==> src/rtl/div_fpga.sv <==
// div_fpga: 8-bit by 4-bit restoring divider driven from board switches.
// s selects a dividend/divisor pair. A rising press on start launches a
// division, which takes 8 cycles, or finishes at once for a zero divisor.
// button picks which quotient nibble appears on out.
// Build option: define DIV_FPGA_DEBOUNCE_EN to pass start through a
// synchronizer and a DEBOUNCE_CYCLES debouncer. By default start is
// registered once and only its raw rising edge is used.
//
// state | meaning
// IDLE  | after reset, no result yet
// CALC  | shift-subtract iterations in progress (busy)
// DONE  | quotient/rem/err valid and held (done)
module div_fpga #(
  parameter int DEBOUNCE_CYCLES = 16
) (
  input  logic       clk,
  input  logic       rst,
  input  logic [3:0] s,
  input  logic       start,
  input  logic       button,
  output logic [3:0] out,
  output logic [3:0] rem,
  output logic       busy,
  output logic       done,
  output logic       err
);

  typedef enum logic [1:0] {IDLE, CALC, DONE} state_t;

  state_t     state, state_nx;
  logic [7:0] dvd;
  logic [3:0] dvs;
  logic [3:0] prem;
  logic [3:0] cnt;
  logic [7:0] quo;
  logic       errq;
  logic       start_q;
  logic       press;
  logic       accept;

  logic [7:0] dec_dvd;
  logic [3:0] dec_dvs;
  logic [4:0] trial;
  logic [3:0] diff;
  logic       step_bit;
  logic [3:0] step_prem;

  // Operand table: each pair is the inverse of a multiplier table entry.
  always_comb begin
    dec_dvd = 8'd0;
    dec_dvs = 4'd0;
    if (!s[3]) begin
      case (s[2:0])
        3'd0: begin dec_dvd = 8'd2;   dec_dvs = 4'd1;  end
        3'd1: begin dec_dvd = 8'd12;  dec_dvs = 4'd3;  end
        3'd2: begin dec_dvd = 8'd30;  dec_dvs = 4'd5;  end
        3'd3: begin dec_dvd = 8'd56;  dec_dvs = 4'd7;  end
        3'd4: begin dec_dvd = 8'd90;  dec_dvs = 4'd9;  end
        3'd5: begin dec_dvd = 8'd132; dec_dvs = 4'd11; end
        3'd6: begin dec_dvd = 8'd182; dec_dvs = 4'd13; end
        default: begin dec_dvd = 8'd0; dec_dvs = 4'd15; end
      endcase
    end
  end

`ifdef DIV_FPGA_DEBOUNCE_EN
  localparam int DBW = $clog2(DEBOUNCE_CYCLES + 1);

  logic           sync1, sync2, deb;
  logic [DBW-1:0] dbc;

  // Synchronize start, then require DEBOUNCE_CYCLES high samples in a row.
  // The level drops on the first low sample.
  always_ff @(posedge clk) begin
    if (rst) begin
      sync1   <= 1'b0;
      sync2   <= 1'b0;
      deb     <= 1'b0;
      dbc     <= '0;
      start_q <= 1'b0;
    end else begin
      sync1   <= start;
      sync2   <= sync1;
      start_q <= deb;
      if (!sync2) begin
        dbc <= '0;
        deb <= 1'b0;
      end else if (dbc == DBW'(DEBOUNCE_CYCLES - 1)) begin
        deb <= 1'b1;
      end else begin
        dbc <= dbc + 1'b1;
      end
    end
  end

  assign press = deb & ~start_q;
`else
  // Remember the previous start sample so that only a rising press counts.
  always_ff @(posedge clk) begin
    if (rst) start_q <= 1'b0;
    else     start_q <= start;
  end

  assign press = start & ~start_q;
`endif

  // One restoring step: shift in the next dividend bit, then subtract if it fits.
  // The partial remainder stays below the divisor, so the difference fits in 4 bits.
  always_comb begin
    trial     = {prem, dvd[7]};
    step_bit  = (trial >= {1'b0, dvs});
    diff      = trial[3:0] - dvs;
    step_prem = step_bit ? diff : trial[3:0];
  end

  // Next state. A press is accepted only outside CALC.
  always_comb begin
    state_nx = state;
    accept   = press && (state != CALC);
    case (state)
      IDLE, DONE: if (accept) state_nx = (dec_dvs == 4'd0) ? DONE : CALC;
      CALC:       if (cnt == 4'd7) state_nx = DONE;
      default:    state_nx = IDLE;
    endcase
  end

  // State register.
  always_ff @(posedge clk) begin
    if (rst) state <= IDLE;
    else     state <= state_nx;
  end

  // Datapath: latch the operands when a press is accepted, then iterate once per cycle in CALC.
  always_ff @(posedge clk) begin
    if (rst) begin
      dvd  <= 8'd0;
      dvs  <= 4'd0;
      prem <= 4'd0;
      cnt  <= 4'd0;
      quo  <= 8'd0;
      errq <= 1'b0;
    end else if (accept) begin
      prem <= 4'd0;
      cnt  <= 4'd0;
      if (dec_dvs == 4'd0) begin
        quo  <= 8'hFF;
        errq <= 1'b1;
      end else begin
        dvd  <= dec_dvd;
        dvs  <= dec_dvs;
        quo  <= 8'd0;
        errq <= 1'b0;
      end
    end else if (state == CALC) begin
      prem <= step_prem;
      quo  <= {quo[6:0], step_bit};
      dvd  <= {dvd[6:0], 1'b0};
      cnt  <= cnt + 4'd1;
    end
  end

  // Outputs are decoded from the state and registers; out follows button without waiting for a clock.
  always_comb begin
    busy = (state == CALC);
    done = (state == DONE);
    err  = errq;
    rem  = prem;
    out  = button ? quo[7:4] : quo[3:0];
  end

endmodule

==> config.mk <==
export PLATFORM = sky130hd
export DESIGN_NAME = div_fpga
export DESIGN_NICKNAME = d
export VERILOG_FILES = /design/src/rtl/div_fpga.sv
export SDC_FILE = /design/constraint.sdc
export NUM_CORES = 1
export LEC_CHECK = 0
export ABC_AREA = 1
export CAP_MARGIN = 20
export CORE_ASPECT_RATIO = 1.4
export CORE_MARGIN = 8
export CORE_UTILIZATION = 25
export CTS_CLUSTER_DIAMETER = 50
export DETAILED_ROUTE_END_ITERATION = 10
export PLACE_DENSITY_LB_ADDON = 0.3
export SYNTH_ARGS = -nofsm -noshare
export SYNTH_HDL_FRONTEND = slang
export SYNTH_SLANG_ARGS = --single-unit
==> constraint.sdc <==
create_clock -name clk -period 3.07 [get_ports clk]
set_clock_uncertainty 0.15 [all_clocks]
set_input_delay 0.614 -clock clk [delete_from_list [all_inputs] [get_ports clk]]
set_output_delay 0.614 -clock clk [all_outputs]
set_load 0.01 [all_outputs]
Word level (Yosys, flattened, before mapping) --
Cells that the tools add are included. W data, S select, Z words.
Operators by class: add/subtract/negate cells 2, $lt $le $gt $ge 1, equal/unequal tests 13, muxes and demuxes 17, bitwise logic cells 3, reductions and logical operators 10
Operators with widths (number):
- $mux W8 | 7
- $pmux W8 S7 | 1
- $pmux W4 S7 | 1
- $mux W4 | 3
- $eq A3 B3 Y1 const B | 3
- $eq A3 B2 Y1 const B | 2
- $mux W2 | 3
- $reduce_and A2 Y1 | 3
- $ge A5 B4 Y1 | 1
- $add A4 B1 Y4 const B | 1
- $eq A4 B3 Y1 const B | 1
- $logic_not A4 Y1 | 1
- $ne A2 B1 Y1 const B | 2
- $ne A2 B2 Y1 const B | 2
- $pmux W2 S2 | 1
- $reduce_or A2 Y1 | 2
- $sub A4 B4 Y4 | 1
- $eq A3 B1 Y1 const B | 1
- $logic_not A3 Y1 | 1
- $eq A2 B1 Y1 const B | 1
- $eq A2 B2 Y1 const B | 1
- $logic_not A2 Y1 | 1
- $not A1 Y1 | 2
- $reduce_bool A2 Y1 | 1
- other kinds (3) | 3
Word-level totals: register bits 32

Logic depth before layout (Yosys ltp) --
word-level depth 7, mapped depth 12, mapped depth without buffers 12

Worst setup path after synthesis --
No wires, ideal clock.
path kind input-to-output, from in button, to out out[0], arrival time 0.896 ns, slack 1.410 ns, stages on the path 1, path buffers 0, path through o21ai_0
On the way: longest elaborated chain between the ends 1
Ends and longest elaborated chain:
- start: declaration | line 20 | input logic button,
- $mux W4 | line 168 | out = button ? quo[7:4] : quo[3:0];
- end: declaration | line 21 | output logic [3:0] out,
Every way passes these cells.

Worst setup path after layout --
from in button, to out out[1]
Same word-level chain as after synthesis.

==> metrics <==
Tightest Pin Transition approximately 0.44 ns; Critical Path Start Type primary input; WL per Instance between 10 and 15 um; Placement Setup Slack slightly above 0.4 ns; CP Class primary input to primary output; vias per cell ~4.4; Pwr Density around 550 nW/um^2; TritonCTS Sinks 31; total CTS buffers 5; RSZ-0062 raised after global routing false; Static Leak 0.000833 uW; Worst R2R Path Depth 9; syn_nets about 240; DRC 0; CP endpoint kind primary output; synthesized cell area approximately 1600 um^2; FF-to-FF End rem[1]; dominant cell type by area after synthesis dfxtp_1; Post-Syn Area per Cell between 7 and 8 um^2; Max FO, Critical Path 8; fin crit share just under 90%; CP max stage cell clkdlybuf4s50_1; Core Area a little over 6000 um^2; final setup vio count 0; max-slew violations 0; Final min period 2.66 ns; most common cell after layout, fill and taps aside inv_1; hpwl dp approximately 2700 um; fillers between 600 and 700; CP dominant cell by count clkdlybuf4s50_1; critical-path cell list clkdlybuf4s50_1 > nand2_1 > o21ai_0 > clkdlybuf4s50_1; Clock transition at path regs 0.06 ns; Synth area leaders dfxtp_1 (39%), inv_1 (9.2%), nand2_1 (8.8%), o21ai_0 (7.9%), nor2_1 (5.5%); worst skew pair latency 0.28 ns; Worst EP required around 2.3 ns; Fin Hold WS around 0.33 ns; synthesized flop and latch total 31; CTS H-Tree Depth 2; R2R Setup Slk 1.24 ns; yosys warns 0; die area 9170 um^2; number of global-route vias before repair roughly 1400; CP arrival roughly 1.9 ns; cell row count 34; Crit path largest cell delay between 0.5 and 0.6 ns; Clock Tree Root clkbuf_8; CTS Hold Bufs 0; largest net degree at the start of global routing 17; post-route design area roughly 2000 um^2; IO Pins 19; All-Layer GR Usage slightly above 8%; Setup Fix Bufs, Post-CTS 0; layout cell share with drive strength beyond 1 under 10%; first-pass GRT wire length 6290 um; Post-synth EDFFs 0; Slew HR 70.8%; ant diodes 0; Critical R2R Launch rem[1]; starting density of the core approximately a quarter; Chip Height around 110 um; Area after DPL 1820 um^2; DIE WIDTH around 83 um; final hold violation count 0; DRT iter0 DRCs 63; GPL Wtd Cong 0.822; Worst Hold Depth 2; via count around 1400; initial antenna violation count 0; share of the synthesized area in the top cell type 39.2%; Cells after Synth between 200 and 250; Worst Hold End cnt[1]; fin nets around 260; drt first pass iters 4; Setup TNS Final 0 ns; most frequent cells in the layout inv_1 (39), nand2_1 (37), dfxtp_1 (31), o21ai_0 (25), nor2_1 (23); CTS Buffer Depth 2; post-route ant nets 0; GRT overflow 0; Main synth FF type dfxtp_1; Total Wirelength 3680 um; fin worst setup slack roughly 0.41 ns; asr flop ratio synth 0%; max_cap viols 0; HP Start cnt[1]; CTS tree yes; Area Overhead vs Synth 22.7%; Hold Crit Class flip-flop to flip-flop; proportion of synthesized chip area in sequential cells about two fifths; post-synthesis cell type count 27; PortBufs 18; VDD IR max approximately 0.24 mV; outcome completed; Post-CTS Resized 0; f_max 0.375 GHz
## flip-flops by register name, indices dropped and copies added (netlist names)
register and count:
rem 4, dvd 7, dvs 4, start_q 1, cnt 4, quo 8
state 2, err 1
## synthesized netlist by cell type, drive strengths merged, types with 2 or more instances
cell    number
a211oi       2
nor2        28
inv         44
a31oi        4
o22ai        4
o21ai       30
ha           5
buf          4
nand3        9
a21oi       14
nand2       41
dfxtp       31
## power breakdown
group | internal (uW) | switching (uW) | total (uW)
logic | 76.1 | 117 | 193
registers | 429 | 15.1 | 444
clock network | 263 | 160 | 423
## kinds of logic (layout without fill, tap and decap cells)
family	after synthesis	in the layout	share of synthesized area, %
AO/OA/AOI/OAI	56	56	19.2
XOR/XNOR	1	1	0.553
adder cells (fa/ha/maj)	6	6	5.22
buffers and inverters	49	71	12.7
flip-flops	31	31	39.2
AND/OR/NAND/NOR	81	81	23.1
## how the worst max path moves through the flow
stage / startpoint / to / slack [ns] / depth (start not counted)
2_1_floorplan: button / out[0] / 1.41 / 1
3_3_place_gp: button / out[3] / 0.42 / 4
3_5_place_dp: button / out[0] / 0.40 / 4
4_1_cts: button / out[2] / 0.40 / 4
5_1_grt: button / out[0] / 0.29 / 4
6_report: button / out[1] / 0.41 / 4
## critical path: cells and delay by family
kind,cells,cell delay (ns)
simple gates,1,0.08
buf+inv,2,1.14
compound gates,1,0.07
## final cells by class
| cell class | count | area, um^2 | area share (%) |
|---|---|---|---|
| inverters | 44 | 165 | 8.51 |
| flip-flops and latches | 31 | 621 | 32.0 |
| clock buffers | 6 | 82.6 | 4.25 |
| well taps | 72 | 90.1 | 4.64 |
| clock inverters | 2 | 35.0 | 1.80 |
| repair buffers | 19 | 188 | 9.66 |
| multi-input cells | 144 | 761 | 39.2 |
## per-stage QoR
stage / util (%) / power [uW] / instances
6_report: 31.5 / 1060 / 318
5_1_grt: 31.5 / 1120 / 318
4_1_cts: 31.5 / 1080 / 318
3_5_place_dp: 29.6 / 648 / 310
3_3_place_gp: 29.6 / 645 / 310
2_1_floorplan: - / 587 / 224
## metal layers
| layer | wire length (um) | GRT usage (%) | part of all wire (%) |
|---|---|---|---|
| met3 | 153 | 2.65 | 4.2 |
| met5 | 0 | 0 | 0 |
| met2 | 1700 | 14.0 | 46 |
| met1 | 1750 | 9.30 | 48 |
| met4 | 72 | 4.16 | 2.0 |
Note: power is estimated with default switching activity, not from simulation.
